$ cat src/rtl/seven_seg_mux.sv
// Memory-mapped driver for a multiplexed seven-segment display bank.
// Per-digit registers plus a CTRL register (enable, PWM brightness); one-cycle scan enables.
module seven_seg_mux #(
  parameter int unsigned DIGITS           = 8,
  parameter int unsigned DIV_WIDTH        = 10,
  parameter int unsigned PWM_WIDTH        = 3,
  parameter int unsigned XLEN             = 32,
  parameter int unsigned ANODE_ACTIVE_LOW = 1,
  parameter int unsigned SEG_ACTIVE_LOW   = 1,
  parameter int unsigned ADDR_LEN         = $clog2(DIGITS + 1)
) (
  input  logic                clk,
  input  logic                reset,
  input  logic                we,
  input  logic                re,
  input  logic [ADDR_LEN-1:0] addr,
  input  logic [XLEN-1:0]     wdata,
  output logic [XLEN-1:0]     rdata,
  output logic [DIGITS-1:0]   anode,
  output logic [6:0]          seg,
  output logic                dp
);

  localparam int unsigned SEL_W  = $clog2(DIGITS);
  localparam int unsigned DIG_W  = 10;
  localparam int unsigned CTRL_W = PWM_WIDTH + 1;

  localparam logic AN_OFF  = (ANODE_ACTIVE_LOW != 0);
  localparam logic SEG_OFF = (SEG_ACTIVE_LOW != 0);

  localparam logic [CTRL_W-1:0] CTRL_RST = {{PWM_WIDTH{1'b1}}, 1'b0};

  logic [DIV_WIDTH-1:0] cnt;
  logic [SEL_W-1:0]     sel;
  logic [DIG_W-1:0]     digit_q [DIGITS];
  logic [CTRL_W-1:0]    ctrl_q;

  logic                 scan_tick_c;
  logic [PWM_WIDTH-1:0] phase_c;
  logic [PWM_WIDTH-1:0] bright_c;
  logic [DIG_W-1:0]     cur_digit_c;
  logic [6:0]           pattern_c;
  logic [DIGITS-1:0]    one_hot_c;
  logic                 lit_c;
  logic [XLEN-1:0]      rd_c;
  logic                 unused_c;

  assign unused_c = ^wdata[XLEN-1:DIG_W];

  function automatic logic [6:0] hex7(input logic [3:0] n);
    logic [6:0] s;
    case (n)
      4'h0: s = 7'h3F;
      4'h1: s = 7'h06;
      4'h2: s = 7'h5B;
      4'h3: s = 7'h4F;
      4'h4: s = 7'h66;
      4'h5: s = 7'h6D;
      4'h6: s = 7'h7D;
      4'h7: s = 7'h07;
      4'h8: s = 7'h7F;
      4'h9: s = 7'h6F;
      4'hA: s = 7'h77;
      4'hB: s = 7'h7C;
      4'hC: s = 7'h39;
      4'hD: s = 7'h5E;
      4'hE: s = 7'h79;
      default: s = 7'h71;
    endcase
    return s;
  endfunction

  assign scan_tick_c = &cnt;
  assign phase_c     = cnt[DIV_WIDTH-1 -: PWM_WIDTH];
  assign bright_c    = ctrl_q[PWM_WIDTH:1];
  assign one_hot_c   = DIGITS'(1) << sel;

  // Select the digit currently being scanned; loop keeps non-power-of-two banks in range.
  always_comb begin
    cur_digit_c = '0;
    for (int i = 0; i < DIGITS; i++) begin
      if (sel == SEL_W'(i)) cur_digit_c = digit_q[i];
    end
  end

  assign pattern_c = cur_digit_c[8] ? hex7(cur_digit_c[3:0]) : cur_digit_c[6:0];
  assign lit_c     = ctrl_q[0] & ~cur_digit_c[9] & (phase_c < bright_c);

  // Read mux; unmapped addresses fall through to zero.
  always_comb begin
    rd_c = '0;
    if (addr == ADDR_LEN'(DIGITS)) rd_c = XLEN'(ctrl_q);
    for (int i = 0; i < DIGITS; i++) begin
      if (addr == ADDR_LEN'(i)) rd_c = XLEN'(digit_q[i]);
    end
  end

  // Scan divider and digit select.
  always_ff @(posedge clk) begin
    if (reset) begin
      cnt <= '0;
      sel <= '0;
    end else begin
      cnt <= cnt + DIV_WIDTH'(1);
      if (scan_tick_c) begin
        if (sel == SEL_W'(DIGITS - 1)) sel <= '0;
        else                           sel <= sel + SEL_W'(1);
      end
    end
  end

  // Register file writes.
  always_ff @(posedge clk) begin
    if (reset) begin
      for (int i = 0; i < DIGITS; i++) digit_q[i] <= '0;
      ctrl_q <= CTRL_RST;
    end else if (we) begin
      for (int i = 0; i < DIGITS; i++) begin
        if (addr == ADDR_LEN'(i)) digit_q[i] <= wdata[DIG_W-1:0];
      end
      if (addr == ADDR_LEN'(DIGITS)) ctrl_q <= wdata[CTRL_W-1:0];
    end
  end

  // Registered read port returns pre-write contents on a same-cycle write.
  always_ff @(posedge clk) begin
    if (reset)   rdata <= '0;
    else if (re) rdata <= rd_c;
  end

  // Display outputs, registered from the current scan state.
  always_ff @(posedge clk) begin
    if (reset || !lit_c) begin
      anode <= {DIGITS{AN_OFF}};
      seg   <= {7{SEG_OFF}};
      dp    <= SEG_OFF;
    end else begin
      anode <= one_hot_c ^ {DIGITS{AN_OFF}};
      seg   <= pattern_c ^ {7{SEG_OFF}};
      dp    <= cur_digit_c[7] ^ SEG_OFF;
    end
  end

endmodule

$ cat config.mk
export PLATFORM = sky130hd
export DESIGN_NAME = seven_seg_mux
export DESIGN_NICKNAME = d
export VERILOG_FILES = /design/src/rtl/seven_seg_mux.sv
export SDC_FILE = /design/constraint.sdc
export NUM_CORES = 1
export LEC_CHECK = 0
export CORE_MARGIN = 4
export CORE_UTILIZATION = 43
export CTS_BUF_LIST = sky130_fd_sc_hd__clkbuf_4 sky130_fd_sc_hd__clkbuf_8
export DETAILED_ROUTE_END_ITERATION = 10
export PLACE_DENSITY = 0.69
export SETUP_SLACK_MARGIN = 0.05
export SLEW_MARGIN = 10
export SYNTH_ARGS = -nofsm -noshare
export SYNTH_HDL_FRONTEND = slang
export SYNTH_SLANG_ARGS = --single-unit
$ cat constraint.sdc
create_clock -name clk -period 6.7 [get_ports clk]
set_input_delay 0.67 -clock clk [delete_from_list [all_inputs] [get_ports clk]]
set_output_delay 0.67 -clock clk [all_outputs]
set_load 0.02 [all_outputs]
# After elaboration in Yosys (flattened, before gate mapping)
# Memory sizes are Yosys's and may differ from the RTL's.
# Cells that the tools add are included.
[word_totals] reg_bits=65 rom_bits=112 mem_bits_rw=80 wordCells=109 out_inout_bits=48 input_bits=40 latchBits=0 mem_count=2
[classes] n_bitwise=14 mux=61 n_shift=1 n_eq_ne=15 order_cmp=1 reduce_logical=6 div=0 addsub=2 mul=0
[mem_list] memory="(no name shown)" words=16 word_bits=7 rd=1 rd_ports_with_merged_regs=0 write_ports=0 line="52" source="case (n)"
[mem_list] memory="digit_q" words=8 word_bits=10 rd=8 rd_ports_with_merged_regs=0 write_ports=8 line="35" source="logic [DIG_W-1:0] digit_q [DIGITS];"
[ops] cell="$mux 32" count=8
[ops] cell="$mux 10" count=16
[ops] cell="$mux 1" count=34
[ops] cell="$eq 4x3->1 const B" count=4
[ops] cell="$eq 3x3->1 const B" count=4
[ops] cell="$add 10x1->10 const B" count=1
[ops] cell="$reduce_and 10->1" count=1
[ops] cell="$eq 4x2->1 const B" count=2
[ops] cell="$not 8->8" count=1
[ops] cell="$or 1x1->1" count=8
[ops] cell="$shl 1x3->8 const A" count=1
[ops] cell="$mux 7" count=1
[ops] cell="$not 7->7" count=1
[ops] cell="$eq 3x2->1 const B" count=2
[ops] cell="$eq 4x1->1 const B" count=1
[ops] cell="$eq 4x4->1 const B" count=1
[ops] cell="$logic_not 4->1" count=1
[ops] cell="$mux 4" count=1
[ops] cell="$add 3x1->3 const B" count=1
[ops] cell="$eq 3x1->1 const B" count=1
[ops] cell="$logic_not 3->1" count=1
[ops] cell="$lt 3x3->1" count=1
[ops] cell="$mux 3" count=1
[ops] cell="$and 1x1->1" count=2
[ops] cell="other kinds (4)" count=5

# Depth between registers and ports, before layout
[logic_depth] depth_word=14 ltp_mapped=14 mapped_depth_nobuf=11

# Least setup slack after synthesis
# No wires, ideal clock.
[synth_path] path_type="register to register" startpoint="register sel[1]" endpoint="register seg[0]" period_less_slack_ps=2587 path_stages_with_launch=13 t_required_ps=6562 path_buffers=3 setup_slack_ps=4113 arrival_ps=2449 setup_time_ps=138 cell_sequence="dfxtp_1 > inv_1 > ha_1 > buf_4 > buf_4 > buf_4 > a31oi_1 > o21ai_0 > o22ai_1 > inv_1 > ha_1 > o311ai_1 > o221ai_1"
[synth_via] elab_chain_cells=14 elab_cells_between_ends=24 classes_between="eq/ne (7); mux (9); bitwise (4); reduce/logical (3); memory (1)"
[synth_rtl] item="from (decl)" line="34" source="logic [SEL_W-1:0] sel;"
[synth_rtl] item="from (signal assigned)" line="107" source="else sel <= sel + SEL_W'(1);"
[synth_rtl] item="$logic_not 3->1" line="82" source="if (sel == SEL_W'(i)) cur_digit_c = digit_q[i];"
[synth_rtl] item="$mux 10 (7 in series)" line="82"
[synth_rtl] item="$mux 10 *" line="82"
[synth_rtl] item="parallel branches: the longest is 5 deep, another holds $mem_v2 16x7"
[synth_rtl] item="to (signal assigned)" line="135" source="seg <= {7{SEG_OFF}};"
[synth_rtl] item="to (signal assigned)" line="139" source="seg <= pattern_c ^ {7{SEG_OFF}};"
[synth_rtl] item="to (decl)" line="20" source="output logic [6:0] seg,"
# Mark *: on every way between the ends.
# A chain may end at the register's enable or synchronous reset.

# Worst setup path in the final report
[layout_path] startpoint="register sel[2]" endpoint="register seg[0]"
# Same word-level chain as after synthesis.

==> results.toml <==
[sta]
finalHoldViolCount = 0
holdWs_ns = 0.449
fin_crit_sh = 0.612
slew_viol_final = 0
setup_slack_ns = 2.60
setup_tns_ns = 0
fin_skew_ns = 0.0107
tightest_slew_ns = 0.846
max_freq_mhz = 244
finalCriticalPeriod_ns = 4.10
setup_viol = 0
rsz0062_at_grt = "false"
max_slew_margin = 0.436

[clock_network]
postCtsSetupBuffers = 0
numCtsBuffers = 17
cts_htree_levels = 4
clk_latency_ns = 0.46
cts_resized = 0
ctsHoldBuffers = 0
clk_path_buf_depth = 2
cts.sinks = 123
cts_tree = "done"
clk_pin_slew_ns = 0.07
cts_root_buf = "clkbuf_8"

[logic_synthesis]
syn_avg_cell_area_um2 = 9.72
yosys.area.top_type = "edfxtp_1"
synthCells = 687
synth_seq_cells = 123
netlist_area_um2 = 6680
synth_area_leaders = "edfxtp_1 36%, dfxtp_1 13%, nor2_1 5.7%"
ys_seq_area_frac = 0.489
async_flop_share = 0
ys_warn_count = 0
synth_edf_count = 80
ys.flop_type = "edfxtp_1"
synth_cell_types = 76
synth_top_area_share = 0.360

[global_routing]
grt_max_degree = 47
grt_overflow = 0
grt_pass1_vias = 5220
grt_first_pass_wirelength_um = 28900
grt_usage = 0.210
antenna_found_initial = 0

[power]
switchingPower_uw = 436
combinationalPowerShare = 0.104
p_leak_uw = 0.00281
p_seq_frac = 0.511
switching_share = 0.256
power_density_nw_per_um2 = 228
p_int_uw = 1270
vdd_drop_max_mv = 0.118
clockPowerShare = 0.385

[placed_design]
place.gp.congestion = 0.929
hpwl_um = 12800
place_ws_ns = 2.69
port_buffers = 43

[layout]
nNetsFinal = 767
insertedDiodeCount = 0
drive_gt1_frac = 0.0870
area_growth_pct = 12.1

[route]
vias_per_cell = 5.91
route.detailed.drc = 0
drt_wl_total_um = 18300
ant_nets = 0
vias = 5392
drtPass1Iterations = 7
drt_iter0_markers = 598
wire_per_inst_um = 20.1

[floorplan]
die_height_um = 133
die_x_um = 133
num_rows = 45
coreArea_um2 = 15200
initial_core_util = 0.439
die-area_um2 = 17600
io_pins = 88

[worst_setup_path]
cp_max_fo = 24
crit_path_top_delay_cell = "ha_1"
startpoint_type = "register"
crit_type = "register to register"
path_delay_family = "compound AO/OA/AOI/OAI gates"
worst_ep_arrival_time_ns = 4.40
worstPathRequired_ns = 7.00
critPathCaptureType = "register"
path_cells = "buf_4, inv_1, ha_1, or2_0, a211o_1, a32oi_1, o22ai_1, inv_1, ha_1, o311ai_1, o221ai_1"
slowest_delay_ns = 0.69
cp_num_buf_inv = 3

[min_path]
hold_class = "register to register"

[job]
cap_violations = 0

[status]
status = "finished clean"
[worst reg2reg max path: cells and delay by family (launching register included)]
| kind | cells | cell delay, ns |
|---|---|---|
| flip-flops | 1 | 0.30 |
| AO/OA/AOI/OAI | 5 | 1.39 |
| AND/OR/NAND/NOR | 1 | 0.54 |
| adder cells (fa/ha/maj) | 2 | 0.97 |
| buffers and inverters | 3 | 0.73 |
[per-layer routing]
layer  share of wire  track usage  vias to the layer above
li1                -            -                     2460
met2            0.46        0.323                      319
met3           0.087       0.0479                       41
met5               0            0                        -
met1            0.43        0.283                     2572
met4           0.029       0.0935                        0
[synthesized netlist by cell type (4+ instances only)]
master and n:
o22ai_1 5, or3_1 4, a21o_1 4, o211ai_1 8, buf_2 16, nand3_1 14
clkbuf_1 19, mux2i_1 8, nor2_1 101, xor2_1 4, inv_1 34, and2_1 5
edfxtp_1 80, dfxtp_1 43, nor3b_1 5, nand2b_1 22, buf_4 27, a221oi_1 5
nand4b_1 5, o311ai_1 4, a31oi_1 4, o21ai_1 8, nor2b_1 16, a211oi_1 16
o21ai_0 35, nand2_1 53, a211o_1 5, a21oi_1 30, o2111ai_1 4, nand3b_1 8
mux4_2 5, a311oi_1 4, and3_1 6, ha_1 16, nor3_1 6
[cells by family (layout without fill, tap and decap cells)]
logic type      after synthesis  after routing  share of synthesized area
compound gates              168            168                      0.176
xor+xnor                      5              5                    0.00656
fa+ha+maj                    16             16                     0.0300
buf+inv                     102            118                     0.0778
flops                       123            123                      0.489
mux                          16             16                     0.0339
other cells                   1             22                   0.000562
simple gates                256            256                      0.186
[stage by stage]
| step | instance area [µm²] | total power [µW] | util | cells |
|---|---|---|---|---|
| floorplan | 6750 | 1010 | - | 708 |
| global placement | 7090 | 1060 | 0.467 | 880 |
| detailed placement | 7090 | 1060 | 0.467 | 880 |
| CTS | 7480 | 1710 | 0.492 | 912 |
| global route | 7480 | 1760 | 0.492 | 912 |
| finish | 7480 | 1710 | 0.492 | 912 |
[layout make-up]
| class | count | area [µm²] |
|---|---|---|
| Inverter | 35 | 131 |
| Clock inverter | 6 | 60.1 |
| Sequential cell | 123 | 3260 |
| Clock buffer | 26 | 333 |
| Multi-Input combinational cell | 483 | 2970 |
| Fill cell | 1364 | 7720 |
| Timing Repair Buffer | 51 | 490 |
| Tap cell | 188 | 235 |
[cell usage in the layout, fill, tap and decap left out, types with 6 or more instances in the layout]
| master | synthesis | layout |
|---|---|---|
| a211oi_1 | 16 | 16 |
| buf_4 | 27 | 8 |
| mux2i_1 | 8 | 8 |
| o21ai_0 | 35 | 35 |
| nand3b_1 | 8 | 8 |
| clkdlybuf4s50_1 | 0 | 43 |
| clkbuf_8 | 0 | 22 |
| o21ai_1 | 8 | 8 |
| ha_1 | 16 | 16 |
| inv_1 | 34 | 34 |
| edfxtp_1 | 80 | 80 |
| o211ai_1 | 8 | 8 |
| nor3_1 | 6 | 6 |
| nand2_1 | 53 | 53 |
| and3_1 | 6 | 6 |
| nor2_1 | 101 | 101 |
| a21oi_1 | 30 | 30 |
| nand2b_1 | 22 | 22 |
| dfxtp_1 | 43 | 43 |
| nand3_1 | 14 | 14 |
| nor2b_1 | 16 | 16 |
| conb_1 | 1 | 22 |
[registers in the layout (all words and copies together) (netlist names)]
register / cells
anode: 8
rdata: 10
digit_q: 80
seg: 7
sel: 3
dp: 1
cnt: 10
ctrl_q: 4
[power groups by stage]
| stage | logic, µW | clock network, µW | registers (µW) |
|---|---|---|---|
| floorplan | 123 | 0 | 884 |
| global placement | 170 | 0 | 886 |
| detailed placement | 174 | 0 | 888 |
| CTS | 174 | 660 | 872 |
| global route | 190 | 698 | 876 |
| finish | 177 | 658 | 872 |
[final timing paths]
path,from,endpoint,slack (ns),depth (start not counted)
worst min register to register,cnt[0],cnt[0],0.45,1
worst max register to register,sel[2],seg[0],2.60,11
worst max-delay path,sel[2],seg[0],2.60,11
worst min-delay path,cnt[0],cnt[0],0.45,1
(Power assumes the default switching activity.)
